$ cat src/rtl/p_u2b_pipe.sv
// p_u2b_pipe: two-stage valid/ready unary/thermometer admission and binary count, with saturating stats
module p_u2b_pipe #(
  parameter int W = 16,
  parameter int P_ADMIT_COMPLIMENT_EN = 1,
  parameter int CNT_W = 16
) (
  input  logic                     clk,
  input  logic                     rst,
  input  logic                     i_vld,
  output logic                     o_rdy,
  input  logic [W-1:0]             i_x,
  output logic                     o_vld,
  input  logic                     i_rdy,
  output logic [$clog2(W+1)-1:0]   o_cnt,
  output logic                     o_is_unary,
  output logic                     o_is_compl,
  input  logic                     i_stat_clr,
  output logic [CNT_W-1:0]         o_acc_cnt,
  output logic [CNT_W-1:0]         o_rej_cnt
);
  localparam int CW = $clog2(W+1);
  localparam bit EN = P_ADMIT_COMPLIMENT_EN != 0;
  logic           s1_vld;
  logic [W-1:0]   s1_x;
  logic [W-1:0]   xn;
  logic [W-1:0]   inc;
  logic [CW-1:0]  pc;
  logic           m;
  logic           adm;
  logic           s2_adv;
  logic           xfer;
  assign s2_adv = ~o_vld | i_rdy;
  assign o_rdy  = ~s1_vld | s2_adv;
  assign xfer   = o_vld & i_rdy;
  always_comb begin
    m   = s1_x[W-1];
    xn  = (EN && m) ? ~s1_x : s1_x;
    inc = xn + 1'b1;
    adm = (inc != '0) && ((inc & (inc - 1'b1)) == '0) && (EN || !m);
    pc  = '0;
    for (int i = 0; i < W; i++) pc = pc + CW'(xn[i]);
  end
  always_ff @(posedge clk) begin
    if (i_vld && o_rdy) s1_x <= i_x;
    if (rst) begin
      s1_vld     <= 1'b0;
      o_vld      <= 1'b0;
      o_cnt      <= '0;
      o_is_unary <= 1'b0;
      o_is_compl <= 1'b0;
      o_acc_cnt  <= '0;
      o_rej_cnt  <= '0;
    end else begin
      if (o_rdy) s1_vld <= i_vld;
      if (s2_adv) o_vld <= s1_vld;
      if (s2_adv && s1_vld) begin
        o_cnt      <= adm ? pc : '0;
        o_is_unary <= adm;
        o_is_compl <= EN && m;
      end
      if (i_stat_clr) begin
        o_acc_cnt <= '0;
        o_rej_cnt <= '0;
      end else if (xfer) begin
        o_acc_cnt <= o_acc_cnt + CNT_W'(o_is_unary && o_acc_cnt != '1);
        o_rej_cnt <= o_rej_cnt + CNT_W'(!o_is_unary && o_rej_cnt != '1);
      end
    end
  end
endmodule

$ cat config.mk
export PLATFORM = sky130hd
export DESIGN_NAME = p_u2b_pipe
export DESIGN_NICKNAME = d
export VERILOG_FILES = /design/src/rtl/p_u2b_pipe.sv
export SDC_FILE = /design/constraint.sdc
export NUM_CORES = 1
export LEC_CHECK = 0
export BUFFER_PORTS_ARGS = -buffer_cell sky130_fd_sc_hd__clkbuf_2
export CORE_MARGIN = 4
export CORE_UTILIZATION = 40
export CTS_CLUSTER_DIAMETER = 200
export DETAILED_ROUTE_END_ITERATION = 6
export PLACE_DENSITY_LB_ADDON = 0.08
export REMOVE_ABC_BUFFERS = 1
export SYNTH_ARGS = -nofsm -noshare
export SYNTH_HDL_FRONTEND = slang
export SYNTH_SLANG_ARGS = --single-unit
$ cat constraint.sdc
create_clock -name clk -period 5.1 [get_ports clk]
set_input_delay 1.02 -clock clk [delete_from_list [all_inputs] [get_ports clk]]
set_output_delay 1.02 -clock clk [all_outputs]
set_load 0.02 [all_outputs]
==> impl_metrics.ini <==
[floorplan]
num_rows = 35
die_w_um = 106
io_pins = 62
coreArea_sq_um = 9280
start_util_pct = 41.1
die_area_sq_um = 11200
die_h_um = 106

[synth]
synth_xor_area_share_pct = 9.37
yosysSeqAreaShare_pct = 34.1
synth_top_area_cell = dfxtp_1
ys_seq_elements = 57
netlist.area_leader.share_pct = 21.5
synth_cells = 420
synth_top_family_by_area = simple AND/OR/NAND/NOR gates
avgSynthCellArea_sq_um = 9.09
synth.area.top_cells = dfxtp_1, edfxtp_1, xor2_1, fa_1, ha_1
synth_compound_area_share_pct = 17.5
yosysUniqueCellTypes = 70
yosysWarnings = 0
synth_edf_count = 16
ys_async_sr_fraction_pct = 0
synthFlopType = dfxtp_1
syn_area_sq_um = 3820
yosys.area_share.simple_pct = 24.0
synth_fa_ha_area_share_pct = 9.31
synth.area.mux_share_pct = 0.524

[final_layout]
num_antenna_cells = 0
final_cell_mix = clkbuf_2, dfxtp_1, nand2_1, nor2_1, xor2_1
drive_gt1_share_pct = 22.1
final_common_cell = clkbuf_2
layout.nets = 519
postLayoutCoreUtil_pct = 47.4
synthToLayoutAreaGrowth_pct = 15.3
final_area_sq_um = 4400
fill_cells = 935

[power]
leakage_nw = 1.73
p_total_mw = 1.31
cellPowerDensity_nw_per_um2 = 297
irDropWorstVdd_mv = 0.169

[timing]
setup_viol = 0
max_clock_freq_mhz = 238
finalWorstSetupSlack_ps = 907
maxSlewHeadroom_pct = 47.8
rsz0062_at_grt = no
tightest_slew_ps = 783
fin_crit_sh_pct = 82.2
min_period_ps = 4190
hold_viol = 0
fin_tns_setup_ps = 0
slew_violations = 0
fin_skew_ps = 13.7

[route]
vias = 3141
antenna_left = 0
vias_per_cell = 5.16
drc = 0
drt_wl_total_um = 8590
firstDrtPassIters = 6
drt_iter0_markers = 112
wl_per_cell_um = 14.1

[setup_path]
path_cells = nor2b_1 -> or2_2 -> fa_1 -> inv_1 -> fa_1 -> inv_1 -> fa_1 -> fa_1 -> ha_1 -> fa_1 -> a21oi_1 -> nor2b_1 -> a22o_1
critPathCaptureType = flip-flop
cp_top_family = adder cells
crit_path_start_kind = flip-flop
required_ps = 5330
crit_top_cell = fa_1
slowest_stage = fa_1
arrival_ps = 4430
slowest_delay_ps = 560
cp_max_fo = 7
worstSetupPathType = reg2reg
crit_buf_inv = 2

[clock_tree]
hold_buffers = 0
cts_made_buffers = 9
cts_tree = built
clock_path_buffers = 2
clock_latency_ps = 330
cts-htree-levels = 3
path_clk_slew_ps = 70
cts_root_buffer = clkbuf_8
postCtsResizedCells = 0
clock_sink_count = 57
postCtsSetupRepairBufs = 0

[global_route]
gr-total-overflow = 0
grt_pass1_vias = 3021
antenna_found_initial = 0
grt_usage_pct = 15.9
grt_pass1_wl_um = 14500
grt_max_degree = 33

[placement]
place.gp.congestion = 0.839
place_hpwl_um = 6590
postPlaceCellArea_sq_um = 4190
preCtsSetupSlack_ps = 885
port_buffers = 61

[run]
cap_viol_max_count = 0

[outcome]
outcome = finished, final reports clean

[hold_path]
hp-class = reg2reg
==> flip-flops by register name, summed over array words and instances (netlist names) <==
register    flops
o_cnt           5
o_is_compl      1
s1_vld          1
o_vld           1
o_is_unary      1
s1_x           16
o_acc_cnt      16
o_rej_cnt      16
==> cell families after synthesis <==
kind of cell,Yosys count
AND/OR/NAND/NOR,169
AO/OA/AOI/OAI,88
flip-flops,57
buffers and inverters,41
XOR/XNOR,40
adder cells (fa/ha/maj),23
multiplexers,2
==> power by group <==
part,internal [mW],switching [mW]
combinational,0.164,0.203
sequential,0.476,0.0175
clock,0.250,0.196
==> synthesized netlist by cell type (all sizes together) (3+ instances only) <==
| cell type | n |
|---|---|
| fa | 9 |
| o41ai | 3 |
| a21oi | 27 |
| inv | 21 |
| xor2 | 29 |
| nor2 | 32 |
| nand2 | 39 |
| buf | 13 |
| a22o | 5 |
| or2 | 6 |
| and3 | 9 |
| edfxtp | 16 |
| nor3 | 7 |
| nand2b | 3 |
| or3 | 16 |
| xnor2 | 11 |
| and2 | 7 |
| a211oi | 3 |
| ha | 14 |
| a21o | 5 |
| nor2b | 7 |
| dfxtp | 41 |
| nand3 | 18 |
| o22ai | 6 |
| o21ai | 15 |
| clkbuf | 7 |
| nand4 | 12 |
==> metrics by stage <==
step                      hold slack [ps]  cells
final                                 489    609
after detailed placement              471    593
after CTS                             495    609
after global routing                  512    609
after global placement                471    593
after floorplan                       476    400
==> final cells by class <==
class	count	area (sq um)	area share (%)
flip-flops and latches	57	1300	29.6
inverters	21	78.8	1.79
multi-input cells	322	2320	52.7
well taps	129	161	3.67
clock inverters	4	27.5	0.625
clock buffers	12	188	4.26
repair buffers	64	328	7.45
==> routing by layer <==
layer / track usage, % / wire length (um) / part of all wire, % / up-vias
li1: - / - / - / 1609
met1: 20.8 / 4190 / 49 / 1468
met2: 26.0 / 3970 / 46 / 53
met3: 3.92 / 291 / 3.4 / 11
met4: 4.90 / 143 / 1.7 / 0
met5: 0 / 0 / 0 / -
==> path summary, 6_finish.rpt <==
path / start / endpoint / slack, ps / depth (start not counted)
max: s1_x[15] / o_cnt[4] / 910 / 13
min: o_cnt[0] / o_cnt[0] / 490 / 1
min reg2reg: o_cnt[0] / o_cnt[0] / 490 / 1
max reg2reg: s1_x[15] / o_cnt[4] / 910 / 13
Note: power is estimated with default switching activity, not from simulation.
